File: src/rtl/decoder_erasure_flag_reader_pkg.sv
// Shared definitions for the erasure-flag RAM reader and writer sides:
// state encoding and default geometry of the per-codeword flag RAM.
package decoder_erasure_flag_reader_pkg;

  localparam int ERAS_ADDR_W = 8;
  localparam int ERAS_MAX    = 16;
  localparam int ERAS_CNT_W  = 9;

  typedef enum logic [1:0] {
    ST_IDLE  = 2'd0,
    ST_SCAN  = 2'd1,
    ST_DRAIN = 2'd2,
    ST_DONE  = 2'd3
  } rd_state_t;

endpackage

File: src/rtl/decoder_erasure_flag_reader_erasure_pos_fifo.sv
// Two-entry position FIFO; skid buffer that absorbs the one-cycle flag RAM
// read latency while the locator stage applies backpressure.
module erasure_pos_fifo #(
  parameter int W = 8
) (
  input  logic         i_clk,
  input  logic         i_rst_n,
  input  logic         i_push,
  input  logic [W-1:0] i_data,
  input  logic         i_pop,
  output logic         o_valid,
  output logic [W-1:0] o_head,
  output logic [1:0]   o_count
);

  logic [W-1:0] r_mem [2];
  logic         r_wr;
  logic         r_rd;
  logic [1:0]   r_cnt;
  logic         w_do_push;
  logic         w_do_pop;

  assign w_do_pop  = i_pop && (r_cnt != 2'd0);
  assign w_do_push = i_push && ((r_cnt != 2'd2) || w_do_pop);

  always_ff @(posedge i_clk or negedge i_rst_n) begin
    if (!i_rst_n) begin
      for (int i = 0; i < 2; i++) r_mem[i] <= '0;
      r_wr  <= 1'b0;
      r_rd  <= 1'b0;
      r_cnt <= 2'd0;
    end else begin
      if (w_do_push) begin
        r_mem[r_wr] <= i_data;
        r_wr        <= ~r_wr;
      end
      if (w_do_pop) r_rd <= ~r_rd;
      r_cnt <= r_cnt + {1'b0, w_do_push} - {1'b0, w_do_pop};
    end
  end

  assign o_valid = (r_cnt != 2'd0);
  assign o_head  = r_mem[r_rd];
  assign o_count = r_cnt;

endmodule

File: src/rtl/decoder_erasure_flag_reader.sv
// Scans the erasure-flag RAM of one codeword and streams the address of each
// set flag to the erasure locator, counting erasures and flagging overflow.
module decoder_erasure_flag_reader
  import decoder_erasure_flag_reader_pkg::*;
#(
  parameter int ADDR_W   = ERAS_ADDR_W,
  parameter int MAX_ERAS = ERAS_MAX,
  parameter int CNT_W    = ERAS_CNT_W
) (
  input  logic              clock,
  input  logic              reset_n,
  input  logic              start,
  input  logic [ADDR_W-1:0] cw_len,
  output logic              rden,
  output logic [ADDR_W-1:0] rdaddress,
  input  logic              q,
  output logic              loc_valid,
  input  logic              loc_ready,
  output logic [ADDR_W-1:0] loc_pos,
  output logic              busy,
  output logic              done,
  output logic [CNT_W-1:0]  eras_count,
  output logic              overflow
);

  localparam logic [ADDR_W-1:0] ONE     = ADDR_W'(1);
  localparam logic [CNT_W-1:0]  CNT_SAT = CNT_W'(2 ** ADDR_W);
  localparam logic [CNT_W-1:0]  CNT_MAX = CNT_W'(MAX_ERAS);

  rd_state_t         r_state;
  logic [ADDR_W-1:0] r_ptr;
  logic [ADDR_W-1:0] r_len;
  logic [ADDR_W-1:0] r_rdaddr;
  logic              r_infl;
  logic              r_busy;
  logic              r_done;
  logic              r_ovf;
  logic [CNT_W-1:0]  r_cnt;

  logic              w_fifo_valid;
  logic [ADDR_W-1:0] w_fifo_head;
  logic [1:0]        w_fifo_cnt;
  logic [1:0]        w_occ_eff;
  logic [1:0]        w_fifo_next;
  logic [2:0]        w_budget;
  logic              w_pop;
  logic              w_push;
  logic              w_hit;
  logic              w_issue;
  logic              w_last;

  function automatic logic [CNT_W-1:0] sat_inc(input logic [CNT_W-1:0] v);
    return (v >= CNT_SAT) ? CNT_SAT : v + 1'b1;
  endfunction

  // Occupancy is taken after this cycle's pop so a steady stream keeps one
  // read per cycle; the in-flight read will land in a slot that is free.
  assign w_pop       = w_fifo_valid && loc_ready;
  assign w_occ_eff   = w_fifo_cnt - {1'b0, w_pop};
  assign w_budget    = {1'b0, w_occ_eff} + {2'b00, r_infl};
  assign w_issue     = (r_state == ST_SCAN) && (w_budget < 3'd2);
  assign w_last      = (r_ptr == (r_len - ONE));
  assign w_hit       = r_infl && q;
  assign w_push      = w_hit && (r_cnt < CNT_MAX);
  assign w_fifo_next = w_fifo_cnt + {1'b0, w_push} - {1'b0, w_pop};

  erasure_pos_fifo #(
    .W (ADDR_W)
  ) u_pos_fifo (
    .i_clk   (clock),
    .i_rst_n (reset_n),
    .i_push  (w_push),
    .i_data  (r_rdaddr),
    .i_pop   (w_pop),
    .o_valid (w_fifo_valid),
    .o_head  (w_fifo_head),
    .o_count (w_fifo_cnt)
  );

  always_ff @(posedge clock or negedge reset_n) begin
    if (!reset_n) begin
      r_state  <= ST_IDLE;
      r_ptr    <= '0;
      r_len    <= '0;
      r_rdaddr <= '0;
      r_infl   <= 1'b0;
      r_busy   <= 1'b0;
      r_done   <= 1'b0;
      r_ovf    <= 1'b0;
      r_cnt    <= '0;
    end else begin
      r_infl <= w_issue;
      r_done <= 1'b0;
      if (w_issue) begin
        r_rdaddr <= r_ptr;
        r_ptr    <= r_ptr + ONE;
      end
      // Read return: every hit is counted, only the first MAX_ERAS are forwarded.
      if (w_hit) begin
        r_cnt <= sat_inc(r_cnt);
        if (!w_push) r_ovf <= 1'b1;
      end
      case (r_state)
        ST_IDLE: begin
          if (start) begin
            r_cnt  <= '0;
            r_ovf  <= 1'b0;
            r_ptr  <= '0;
            r_len  <= cw_len;
            r_busy <= 1'b1;
            if (cw_len == '0) begin
              r_state <= ST_DONE;
              r_done  <= 1'b1;
            end else begin
              r_state <= ST_SCAN;
            end
          end
        end
        ST_SCAN: begin
          if (w_issue && w_last) r_state <= ST_DRAIN;
        end
        ST_DRAIN: begin
          // The final read returns here; finish once its result has drained.
          if (w_fifo_next == 2'd0) begin
            r_state <= ST_DONE;
            r_done  <= 1'b1;
          end
        end
        ST_DONE: begin
          r_state <= ST_IDLE;
          r_busy  <= 1'b0;
        end
        default: r_state <= ST_IDLE;
      endcase
    end
  end

  assign rden       = w_issue;
  assign rdaddress  = w_issue ? r_ptr : r_rdaddr;
  assign loc_valid  = w_fifo_valid;
  assign loc_pos    = w_fifo_head;
  assign busy       = r_busy;
  assign done       = r_done;
  assign eras_count = r_cnt;
  assign overflow   = r_ovf;

endmodule
File: config.mk
export PLATFORM = sky130hd
export DESIGN_NAME = decoder_erasure_flag_reader
export DESIGN_NICKNAME = d
export VERILOG_FILES = /design/src/rtl/decoder_erasure_flag_reader_pkg.sv /design/src/rtl/decoder_erasure_flag_reader_erasure_pos_fifo.sv /design/src/rtl/decoder_erasure_flag_reader.sv
export SDC_FILE = /design/constraint.sdc
export NUM_CORES = 1
export LEC_CHECK = 0
export BUFFER_PORTS_ARGS = -buffer_cell sky130_fd_sc_hd__clkbuf_2
export CORE_MARGIN = 2
export CORE_UTILIZATION = 45
export CTS_CLUSTER_DIAMETER = 80
export DETAILED_ROUTE_END_ITERATION = 10
export HOLD_SLACK_MARGIN = 0.03
export PLACE_DENSITY = 0.65
export SLEW_MARGIN = 20
export SYNTH_ARGS = -nofsm -noshare
export SYNTH_HDL_FRONTEND = slang
export SYNTH_SLANG_ARGS = --single-unit
export TNS_END_PERCENT = 30
File: constraint.sdc
create_clock -name clock -period 6.26 [get_ports clock]
set_input_delay 0.313 -clock clock [delete_from_list [all_inputs] [get_ports clock]]
set_output_delay 0.313 -clock clock [all_outputs]
set_load 0.03 [all_outputs]
Yosys cells after proc, flatten, opt, wreduce, memory -nomap -nowiden
Cells that the tools add are included.
{"block": "word_totals", "regBits": 59, "in_bits": 13, "out_inout_bits": 30, "word_cells": 87}
{"block": "classes", "n_addsub": 9, "n_lt_le_gt_ge": 6, "eq_ne": 8, "mux": 29, "bitwise_logic": 4, "n_reduce_logical": 17}
{"operator": "$mux 8", "n": 8}
{"operator": "$mux 9", "n": 4}
{"operator": "$bwmux 16", "n": 1}
{"operator": "$add 9x1->9 const B", "n": 1}
{"operator": "$ge 9x9->1 const B", "n": 1}
{"operator": "$lt 9x5->1 const B", "n": 1}
{"operator": "$add 8x1->8 const B", "n": 1}
{"operator": "$demux 8 s1", "n": 1}
{"operator": "$eq 8x8->1", "n": 1}
{"operator": "$logic_and 1x1->1", "n": 8}
{"operator": "$logic_not 8->1", "n": 1}
{"operator": "$mux 1", "n": 8}
{"operator": "$mux 2", "n": 4}
{"operator": "$pmux 2 s4", "n": 1}
{"operator": "$sub 8x1->8 const B", "n": 1}
{"operator": "$ne 2x2->1 const B", "n": 3}
{"operator": "$sub 2x1->2", "n": 3}
{"operator": "$add 2x1->2", "n": 2}
{"operator": "$eq 2x2->1 const B", "n": 2}
{"operator": "$ge 2x2->1 const B", "n": 2}
{"operator": "$logic_not 2->1", "n": 2}
{"operator": "$not 1->2", "n": 2}
{"operator": "$pmux 1 s2", "n": 2}
{"operator": "$reduce_and 2->1", "n": 2}
{"operator": "9 further kinds", "n": 11}

Logic depth before layout (Yosys ltp)
Gate-level depths: netlist of the first run.
{"block": "depth", "depth_word": 9, "ltp_mapped": 11, "ltp_nobuf": 10}

Modules after synthesis
Synthesis of the first run repeated with hierarchy kept, for this count alone.
{"block": "hier_totals", "hier_cells": 297, "area_unflattened_um2": 3090.5}
{"module": "decoder_erasure_flag_reader", "n_inst": 1, "cells_per_inst": 238, "area_each_um2": 2184.6, "seq_area_each_um2": 975.9}
{"module": "erasure_pos_fifo", "n_inst": 1, "cells_per_inst": 59, "area_each_um2": 905.9, "seq_area_each_um2": 500.5}

Least setup slack after synthesis of the first run
OpenSTA, ideal clock, no wires.
{"block": "synth_path", "path_kind": "flip-flop to output port", "start": "reg u_pos_fifo.r_cnt[1] (netlist: u_pos_fifo.o_count[1])", "end": "out rdaddress[0]", "arrival_ns": 2.487, "path_slack_ns": 3.460, "stages_incl_launch_ff": 10, "n_path_buf": 1, "path_cell_list": "dfrtp_1 -> or2_2 -> and2_1 -> ha_1 -> xnor2_1 -> nand3_1 -> inv_2 -> clkbuf_1 -> nand2_1 -> nand2_1"}
{"block": "synth_via", "elab_chain_len": 7}
{"element": "start, declared", "line_no": "decoder_erasure_flag_reader_erasure_pos_fifo.sv:19", "source": "logic [1:0] r_cnt;"}
{"element": "start signal, assigned", "line_no": "decoder_erasure_flag_reader_erasure_pos_fifo.sv:38", "source": "r_cnt <= r_cnt + {1'b0, w_do_push} - {1'b0, w_do_pop};"}
{"element": "$reduce_bool 2->1", "line_no": "decoder_erasure_flag_reader_erasure_pos_fifo.sv:42", "source": "assign o_valid = (r_cnt != 2'd0);"}
{"element": "net loc_valid", "line_no": "decoder_erasure_flag_reader.sv:17", "source": "output logic loc_valid,"}
{"element": "$logic_and 1x1->1", "line_no": "decoder_erasure_flag_reader.sv:58", "source": "assign w_pop = w_fifo_valid && loc_ready;"}
{"element": "$sub 2x1->2", "line_no": "decoder_erasure_flag_reader.sv:59", "source": "assign w_occ_eff = w_fifo_cnt - {1'b0, w_pop};"}
{"element": "$add 2x1->3", "line_no": "decoder_erasure_flag_reader.sv:60", "source": "assign w_budget = {1'b0, w_occ_eff} + {2'b00, r_infl};"}
{"element": "$lt 3x2->1", "line_no": "decoder_erasure_flag_reader.sv:61", "source": "assign w_issue = (r_state == ST_SCAN) && (w_budget < 3'd2);"}
{"element": "$logic_and 1x1->1", "line_no": "decoder_erasure_flag_reader.sv:61"}
{"element": "net rden", "line_no": "decoder_erasure_flag_reader.sv:14", "source": "output logic rden,"}
{"element": "$mux 8"}
{"element": "end, declared", "line_no": "decoder_erasure_flag_reader.sv:15", "source": "output logic [ADDR_W-1:0] rdaddress,"}
The timed path passes the listed nets, and every way through them passes these cells.

Final worst setup path of the first run
{"block": "layout_path", "start": "reg u_pos_fifo.r_cnt[1] (netlist: u_pos_fifo.o_count[1])", "end": "out rdaddress[6]"}
{"block": "layout_via", "elab_chain_len": 7}
{"element": "$reduce_bool 2->1", "line_no": "decoder_erasure_flag_reader_erasure_pos_fifo.sv:42"}
{"element": "$logic_and 1x1->1", "line_no": "decoder_erasure_flag_reader.sv:58"}
{"element": "$sub 2x1->2 *", "line_no": "decoder_erasure_flag_reader.sv:59"}
{"element": "$add 2x1->3 *", "line_no": "decoder_erasure_flag_reader.sv:60"}
{"element": "$lt 3x2->1 *", "line_no": "decoder_erasure_flag_reader.sv:61"}
{"element": "$logic_and 1x1->1 *", "line_no": "decoder_erasure_flag_reader.sv:61"}
{"element": "$mux 8 *"}
Mark *: on every way between the ends. The rest lies on a longest branch, timed or not.

==> results of run 1 <==
-- worst paths after layout --
path | from | endpoint | slack, ns | cells after the start
min in group clock | cw_len[3] | r_len[3] | 0.20 | 3
setup reg to reg | u_pos_fifo.o_count[1] | r_ptr[7] | 3.36 | 9
max in group asynchronous | reset_n | r_len[0] | 5.66 | 2
hold / removal | reset_n | u_pos_fifo.r_mem[8] | 0.11 | 2
hold reg to reg | u_pos_fifo.r_wr | u_pos_fifo.r_wr | 0.49 | 1
setup / recovery | u_pos_fifo.o_count[1] | rdaddress[6] | 3.14 | 9
-- cells in the mapped netlist, types with 2 or more instances --
| cell type | count | area (um2) |
|---|---|---|
| a21oi_1 | 9 | 45.0 |
| a31oi_1 | 3 | 18.8 |
| and2_1 | 2 | 12.5 |
| and3_1 | 2 | 12.5 |
| buf_2 | 2 | 10.0 |
| clkbuf_1 | 8 | 30.0 |
| dfrtp_1 | 59 | 1480 |
| ha_1 | 11 | 138 |
| inv_1 | 10 | 37.5 |
| mux2_2 | 24 | 270 |
| mux2i_1 | 2 | 20.0 |
| nand2_1 | 58 | 218 |
| nand2b_1 | 3 | 18.8 |
| nand3_1 | 2 | 10.0 |
| nand4_1 | 8 | 50.1 |
| nor2_1 | 20 | 75.1 |
| nor2b_1 | 4 | 25.0 |
| nor3_1 | 3 | 15.0 |
| nor4_1 | 2 | 12.5 |
| o21ai_0 | 8 | 40.0 |
| or2_2 | 2 | 12.5 |
| or3_1 | 4 | 25.0 |
| xnor2_1 | 11 | 96.3 |
| xor2_1 | 14 | 123 |
-- power breakdown --
| part | total [uW] | internal [uW] | switching (uW) |
|---|---|---|---|
| registers | 567 | 470 | 97.4 |
| logic | 578 | 240 | 338 |
| clock network | 309 | 164 | 146 |
-- metal layers --
metal	routed length, um	share of wire, %
met1	2770	47
met2	2750	47
met3	258	4.4
met4	64	1.1
met5	0	0
-- registers in the layout, summed over array words and instances (netlist names) --
signal and cells:
u_pos_fifo.r_mem 16, r_len 8, r_ptr 8, r_state 2
overflow 1, r_infl 1, u_pos_fifo.r_wr 1, done 1
u_pos_fifo.r_rd 1, busy 1, u_pos_fifo.o_count 2, eras_count 9
r_rdaddr 8
-- critical path, stage by stage (launching register included) --
cell,delay (ns)
dfrtp_1,0.42
or2_2,0.29
and2_1,0.20
ha_1,0.22
xnor2_1,0.23
nand3_1,0.36
inv_2,0.33
nand2_1,0.10
nand2_1,0.10
clkbuf_2,0.21
-- cell type report --
cell class | instances | area [um2]
flip-flops and latches | 59 | 1480
repair buffers | 43 | 218
inverters | 11 | 41.3
multi-input cells | 209 | 1410
fillers | 597 | 2930
clock buffers | 12 | 155
well taps | 77 | 96.3
clock inverters | 4 | 25.0
-- per-stage QoR --
step | cell area [um2] | instances | util, % | setup WS, ns | power [uW]
finish | 3420 | 415 | 53.9 | 3.14 | 1450
floorplan | 2970 | 289 | - | 3.46 | 1010
detailed placement | 3240 | 399 | 51.0 | 3.33 | 1160
global placement | 3240 | 399 | 51.0 | 3.48 | 1140
global route | 3420 | 415 | 53.9 | 2.88 | 1570
CTS | 3420 | 415 | 53.9 | 3.10 | 1470
-- cell families after synthesis --
logic type	share of synthesized area, %
mux	9.79
xor+xnor	8.14
compound gates	5.95
simple gates	18.9
fa+ha+maj	4.64
buf+inv	2.74
flops	49.8
==> flow_summary_export.csv, run 1 <==
group,metric,value,unit
clock_network,insertion_delay,0.33,ns
drt,ant_nets,0,
drt,wl,5840,um
final_layout,areaGrowthSynthToFinish,15.3,%
critical_path,start_kind,"flip-flop",
synthesis,synth_cells,289,
place,routabilityCongestion,0.793,
synthesis,syn_nets,313,
place,numPortBuffers,42,
grt,met2_usage,27.2,%
clock_network,clk_pin_slew_worst_paths,0.07,ns
drt,vias,2138,
grt,grt-busiest-layer,"met2",
synthesis,ys_types,42,
drt,viasPerCell,5.15,
clock_network,cts.sinks,59,
floorplan,dieArea,7250,um2
clock_network,cts_tree,"yes",
place,dpl.hpwl,4230,um
final_layout,antenna_cells,0,
critical_path,crit_fanout,15,
sta,setup_violations,0,
critical_path,crit_required,5.95,ns
final_layout,final_net_count,357,
critical_path,path_class,"flip-flop to output pin",
run,cap_viol_max_count,0,
worst_hold_path,hold_class,"input pin to asynchronous set/reset pin",
floorplan,core-area,6350,um2
synthesis,ys_warn_count,0,
power,ir_worst_vdd,0.000230,V
synthesis,ys_async_sr_fraction,100,%
critical_path,cp.arrival,2.80,ns
sta,hold_violations,0,
sta,fmax,0.321,GHz
sta,final.period_utilization,49.8,%
synthesis,synth-seq-area-share,49.8,%
floorplan,row_count,29,
grt,grt_pass1_wl,9850,um
grt,grt_usage,17.3,%
clock_network,root_buffer,"clkbuf_8",
synthesis,yosys_register_bits,59,
grt,grt_use_met3,3.60,%
drt,drtPass1Iterations,4,
sta,hold_ws,0.115,ns
clock_network,cts_buffers,9,
grt,antenna_found_initial,0,
clock_network,post-cts-setup-buffers,0,
grt,overflow,0,
sta,period_needed,3.12,ns
power,cellLeakagePower,0.00178,uW
outcome,status,"completed",
grt,use_met1,23.2,%
synthesis,synth.avg_cell_area,10.3,um2
floorplan,fp.dieW,85.2,um
final_layout,final_cell_mix,"59 x dfrtp_1, 58 x nand2_1, 42 x clkbuf_2",
clock_network,h-tree-depth,3,
sta,fin_skew,0.00618,ns
critical_path,end_kind,"output pin",
grt,grt_pass1_vias,2080,
sta,tns,0,ns
drt,drc,0,
final_layout,layout_commonest_cell,"dfrtp_1",
synthesis,synth_area,2970,um2
synthesis,synth_edf_count,0,
clock_network,cts_hold_buf,0,
drt,post_drt_wl_per_cell,14.1,um
grt,grt_start_max_net_pins,60,
sta,rsz0062_at_grt,"false",
sta,relSlewSlack,46.6,%
clock_network,cts_resized,0,
final_layout,drive_gt1_share,26.6,%
drt,drtIter0Drc,82,
clock_network,clockBufferDepth,2,
floorplan,initial_core_util,46.7,%
floorplan,die_h,85.2,um
sta,worst_pin_slew,0.801,ns
sta,slew_violations,0,
floorplan,io_pins,43,
synthesis,synthFlopType,"dfrtp_1",
power,p_per_area,425,nW/um2
(Power assumes the default switching activity.)
==> run 2, diff against run 1 <==
==> constraint.sdc (replaced) <==
create_clock -name clock -period 3.1 [get_ports clock]
set_input_delay 0.155 -clock clock [delete_from_list [all_inputs] [get_ports clock]]
set_output_delay 0.155 -clock clock [all_outputs]
set_load 0.03 [all_outputs]
==> run 2 against run 1 <==
First-iteration DRC count grew 3.7%; wire length shrank 0.91%; clock power up 100%; non-clock buffer count up 9; sequential share of layout area fell by 1.0 points; clock-buffer cell count did not move; combinational power up 110%; global-route usage increased by 0.13 points; power up 100%; via count grew 1.2%; critical path type unchanged; critical endpoint is now rdaddress[1]; largest power group unchanged.
==> flow_summary_export.csv, run 2 (synthesized netlist as in run 1, its figures left out) <==
group,metric,value,unit
grt,overflow,0,
final_layout,largest_reg_flops,16,
final_layout,multi_input_area,1410,um2
sta,setup_violations,0,
critical_path,crit_required,2.94,ns
sta,fin_skew,0.00819,ns
drt,wl,5790,um
final_layout,regMostFlops,"u_pos_fifo.r_mem",
floorplan,row_count,29,
sta,period_needed,2.68,ns
critical_path,r2r_start,"u_pos_fifo.o_count[0]",
drt,vias,2164,
critical_path,r2r_end,"r_ptr[7]",
clock_network,insertion_delay,0.33,ns
final_layout,areaGrowthSynthToFinish,18.1,%
critical_path,crit_fanout,15,
floorplan,initial_core_util,46.7,%
final_layout,final_cell_mix,"59 x dfrtp_1, 58 x nand2_1, 41 x clkbuf_2",
sta,final.period_utilization,86.4,%
critical_path,r2r_cells,9,
power,p_per_area,848,nW/um2
final_layout,fin_util,55.2,%
drt,post_drt_wl_per_cell,13.6,um
floorplan,core-area,6350,um2
sta,rsz0062_at_grt,"false",
power,intPower,1790,uW
clock_network,clk_pin_slew_worst_paths,0.06,ns
final_layout,drive_gt1_share,26.8,%
outcome,status,"completed",
clock_network,h-tree-depth,3,
grt,grt_pass1_vias,2112,
power,cellLeakagePower,0.00182,uW
grt,grt_usage,17.4,%
sta,tns,0,ns
critical_path,path_class,"flip-flop to output pin",
sta,hold_violations,0,
sta,relSlewSlack,42.9,%
drt,ant_nets,0,
critical_path,end_kind,"output pin",
sta,slew_violations,0,
critical_path,cp.arrival,2.52,ns
drt,drtPass1Iterations,4,
place,numPortBuffers,42,
place,routabilityCongestion,0.784,
grt,grt_pass1_wl,10100,um
place,dp_cells,402,
drt,viasPerCell,5.10,
final_layout,layout_commonest_cell,"dfrtp_1",
floorplan,dieArea,7250,um2
power,ir_worst_vdd,0.000500,V
final_layout,nFillCells,581,
sta,worst_pin_slew,0.857,ns
power,switchingPower,1190,uW
floorplan,die_h,85.2,um
drt,drtIter0Drc,85,
critical_path,rrSetupSlack,0.48,ns
critical_path,start_kind,"flip-flop",
clock_network,cts_buffers,9,
sta,hold_ws,0.0498,ns
sta,fmax,0.374,GHz
grt,antenna_found_initial,0,
worst_hold_path,hold_start,"cw_len[1]",
clock_network,cts.sinks,59,
floorplan,fp.dieW,85.2,um
clock_network,cts_tree,"yes",
power,p_clk_share,21.0,%
critical_path,endpoint,"rdaddress[1]",
clock_network,clockBufferDepth,2,
power,pwr-share-seq,38.6,%
floorplan,io_pins,43,
final_layout,antenna_cells,0,
power,pwr-share-comb,40.4,%
drt,drc,0,
run,cap_viol_max_count,0,
power,switching_share,39.9,%
grt,grt_start_max_net_pins,40,
critical_path,critPathLaunch,"u_pos_fifo.o_count[0]",
final_layout,seqCellArea,1480,um2
place,dpl.hpwl,4210,um
clock_network,root_buffer,"clkbuf_8",
worst_hold_path,hold_class,"input pin to flip-flop",
final_layout,final_cells,424,
final_layout,final_net_count,366,
==> run 2: worst min-delay path by stage <==
stage                          endpoint  depth (start not counted)
floorplan                          busy                          0
global placement    u_pos_fifo.r_mem[0]                          1
detailed placement  u_pos_fifo.r_mem[0]                          1
CTS                            r_len[1]                          3
global route                   r_len[7]                          3
finish                         r_len[1]                          3
==> run 2: power groups by stage <==
stage	Combinational [uW]	Clock, uW	Sequential (uW)
2_1_floorplan	912	0	1130
3_3_place_gp	1170	0	1150
3_5_place_dp	1200	0	1160
4_1_cts	1220	649	1150
5_1_grt	1340	685	1170
6_report	1200	623	1150
==> run 2: metal layers <==
metal,up-vias,global-route usage (%),wire (um)
met3,5,3.11,186
met2,30,25.9,2710
met5,-,0,0
met1,1036,24.9,2840
met4,0,7.79,55
li1,1093,-,-
==> run 2: critical path: stages, from the launching register on <==
cell,delay [ns]
dfrtp_1,0.41
or2_2,0.31
and2_1,0.20
ha_1,0.22
xnor2_1,0.25
nand3_1,0.17
inv_2,0.24
nand2_1,0.09
nand2_1,0.10
clkbuf_2,0.21
==> run 2: final cells by class <==
cell class                      count  area share, %
Clock buffer                       12           4.43
Clock inverter                      4          0.715
Inverter                           11           1.18
Multi-Input combinational cell    209           40.2
Sequential cell                    59           42.2
Tap cell                           77           2.75
Timing Repair Buffer               52           8.57
==> run 2: metrics by stage <==
step / instance area, um2 / setup WS (ns) / total power, uW
after floorplan: 2970 / 0.458 / 2040
after global placement: 3260 / 0.567 / 2330
after detailed placement: 3260 / 0.489 / 2370
after CTS: 3500 / 0.392 / 3010
after global routing: 3500 / 0.218 / 3200
final: 3500 / 0.423 / 2970
==> run 2: repair_timing <==
action | 4_1_cts | 5_1_grt
resized for setup | 0 | 0
setup endpoints to repair | 0 | 0
buffers inserted | 0 | 0
hold endpoints to repair | 43 | 0
hold buffers | 6 | 0
==> run 3, diff against run 2 <==
--- a/config.mk
+++ b/config.mk
@@ -12,7 +12,6 @@
 export DETAILED_ROUTE_END_ITERATION = 10
 export HOLD_SLACK_MARGIN = 0.03
 export PLACE_DENSITY = 0.65
-export SLEW_MARGIN = 20
 export SYNTH_ARGS = -nofsm -noshare
 export SYNTH_HDL_FRONTEND = slang
 export SYNTH_SLANG_ARGS = --single-unit
==> constraint.sdc (replaced) <==
create_clock -name clock -period 3.1 [get_ports clock]
set_input_delay 0.465 -clock clock [delete_from_list [all_inputs] [get_ports clock]]
set_output_delay 0.465 -clock clock [all_outputs]
set_load 0.03 [all_outputs]
==> run 3 against run 2 <==
Worst setup slack worse by 0.25 ns; clock skew down 0.0046 ns; clock power down 3.4%; final cell count down 1.2%; flip-flop and latch count unchanged; non-clock buffer count down 5; wire length up 1.9%; combinational power about the same; fmax down 8.7%; core utilization down 0.79 points.
==> flow_summary_export.csv, run 3 (synthesized netlist as in run 1, its figures left out) <==
group,metric,value,unit
final_layout,areaGrowthSynthToFinish,16.4,%
sta,tns,0,ns
critical_path,critPathLaunch,"u_pos_fifo.o_count[1]",
place,numPortBuffers,42,
floorplan,core-area,6350,um2
drt,drtPass1Iterations,4,
floorplan,dieArea,7250,um2
critical_path,end_kind,"output pin",
run,cap_viol_max_count,0,
sta,slew_violations,0,
clock_network,root_buffer,"clkbuf_8",
sta,final.period_utilization,94.6,%
critical_path,cpPeakStageDelay,0.45,ns
clock_network,cts_buffers,9,
final_layout,final_cell_mix,"59 x dfrtp_1, 58 x nand2_1, 42 x clkbuf_2",
floorplan,io_pins,43,
final_layout,final_cells,419,
critical_path,crit_family,"simple AND/OR/NAND/NOR gates",
grt,overflow,0,
final_layout,drive_gt1_share,27.8,%
drt,post_drt_wl_per_cell,14.1,um
critical_path,path_class,"flip-flop to output pin",
final_layout,antenna_cells,0,
critical_path,crit_top_cell,"nand2_1",
power,ir_worst_vdd,0.000633,V
sta,fin_skew,0.00354,ns
clock_network,cts_tree,"yes",
sta,hold_violations,0,
drt,vias,2181,
critical_path,cp_slowest_cell,"dfrtp_1",
clock_network,insertion_delay,0.33,ns
sta,fmax,0.341,GHz
critical_path,crit_buf_inv,2,
critical_path,crit_required,2.63,ns
clock_network,clk_pin_slew_worst_paths,0.06,ns
grt,grt_start_max_net_pins,36,
grt,antenna_found_initial,0,
drt,viasPerCell,5.21,
critical_path,crit_fanout,10,
clock_network,cts_hold_buf,0,
final_layout,layout_commonest_cell,"dfrtp_1",
final_layout,final_net_count,361,
clock_network,cts_resized,0,
clock_network,cts.sinks,59,
critical_path,crit_chain,"or2_2 -> and2_1 -> ha_1 -> xnor2_2 -> nand3_1 -> buf_4 -> nand2_1 -> nand2_1 -> clkbuf_2",
floorplan,die_h,85.2,um
place,routabilityCongestion,0.779,
floorplan,row_count,29,
sta,setup_violations,0,
grt,grt_pass1_vias,2118,
critical_path,cp.arrival,2.47,ns
power,p_per_area,856,nW/um2
grt,grt_usage,18.1,%
floorplan,fp.dieW,85.2,um
drt,ant_nets,0,
critical_path,start_kind,"flip-flop",
clock_network,post-cts-setup-buffers,0,
place,dpl.hpwl,4350,um
place,dp_cells,403,
clock_network,clockBufferDepth,2,
critical_path,r2r_start,"u_pos_fifo.o_count[1]",
floorplan,initial_core_util,46.7,%
worst_hold_path,hold_class,"input pin to asynchronous set/reset pin",
sta,relSlewSlack,42.6,%
sta,period_needed,2.93,ns
drt,wl,5900,um
final_layout,largest_reg_flops,16,
drt,drtIter0Drc,134,
drt,drc,0,
sta,worst_pin_slew,0.861,ns
outcome,status,"completed",
grt,grt_pass1_wl,10300,um
clock_network,h-tree-depth,3,
final_layout,regMostFlops,"u_pos_fifo.r_mem",
power,cellLeakagePower,0.00181,uW
## run 3: changes by cell type in the layout (fill, tap and decap cells not counted), sizes merged
cell,change
clkinv,+4
clkinvlp,-2
dlygate4sd3,-6
inv,-1
## run 3: final timing paths
check                                      end  slack, ns  depth (start not counted)
min in group clock                    r_len[3]       0.34                          3
min reg2reg                    u_pos_fifo.r_wr       0.49                          1
max                               rdaddress[6]       0.17                          9
min                        u_pos_fifo.r_mem[9]       0.23                          1
max in group asynchronous        eras_count[4]       2.15                          2
max reg2reg                         r_state[1]       0.50                         10
## run 3: area by class of cell
class / count / area, um2
Fill cell: 608 / 2900
Sequential cell: 59 / 1480
Inverter: 11 / 46.3
Multi-Input combinational cell: 209 / 1420
Tap cell: 77 / 96.3
Clock buffer: 11 / 141
Timing Repair Buffer: 47 / 248
Clock inverter: 5 / 28.8
## run 3: where the power goes
group	total (uW)	leakage (uW)	internal [uW]	switching, uW
logic	1200	0.000925	509	694
registers	1150	0.000787	949	201
clock network	602	0.0000928	307	295
total	2950	0.00181	1760	1190
## run 3: metal layers
layer | global-route usage, % | wire (um) | vias to the layer above
met5 | 0 | 0 | -
met3 | 5.06 | 233 | 8
met2 | 27.3 | 2740 | 41
met1 | 25.0 | 2810 | 1059
li1 | - | - | 1073
met4 | 6.93 | 110 | 0
## run 3: per-stage QoR
| stage | cell area (um2) | util (%) | setup slack, ns | hold slack (ns) | power [uW] |
|---|---|---|---|---|---|
| after global placement | 3270 | 51.5 | 0.561 | 0.479 | 2330 |
| after floorplan | 2970 | - | 0.148 | 0.169 | 2040 |
| final | 3450 | 54.4 | 0.169 | 0.233 | 2950 |
| after global routing | 3450 | 54.4 | -0.00541 | 0.292 | 3190 |
| after detailed placement | 3270 | 51.5 | 0.512 | 0.484 | 2360 |
| after CTS | 3440 | 54.2 | 0.131 | 0.253 | 2980 |
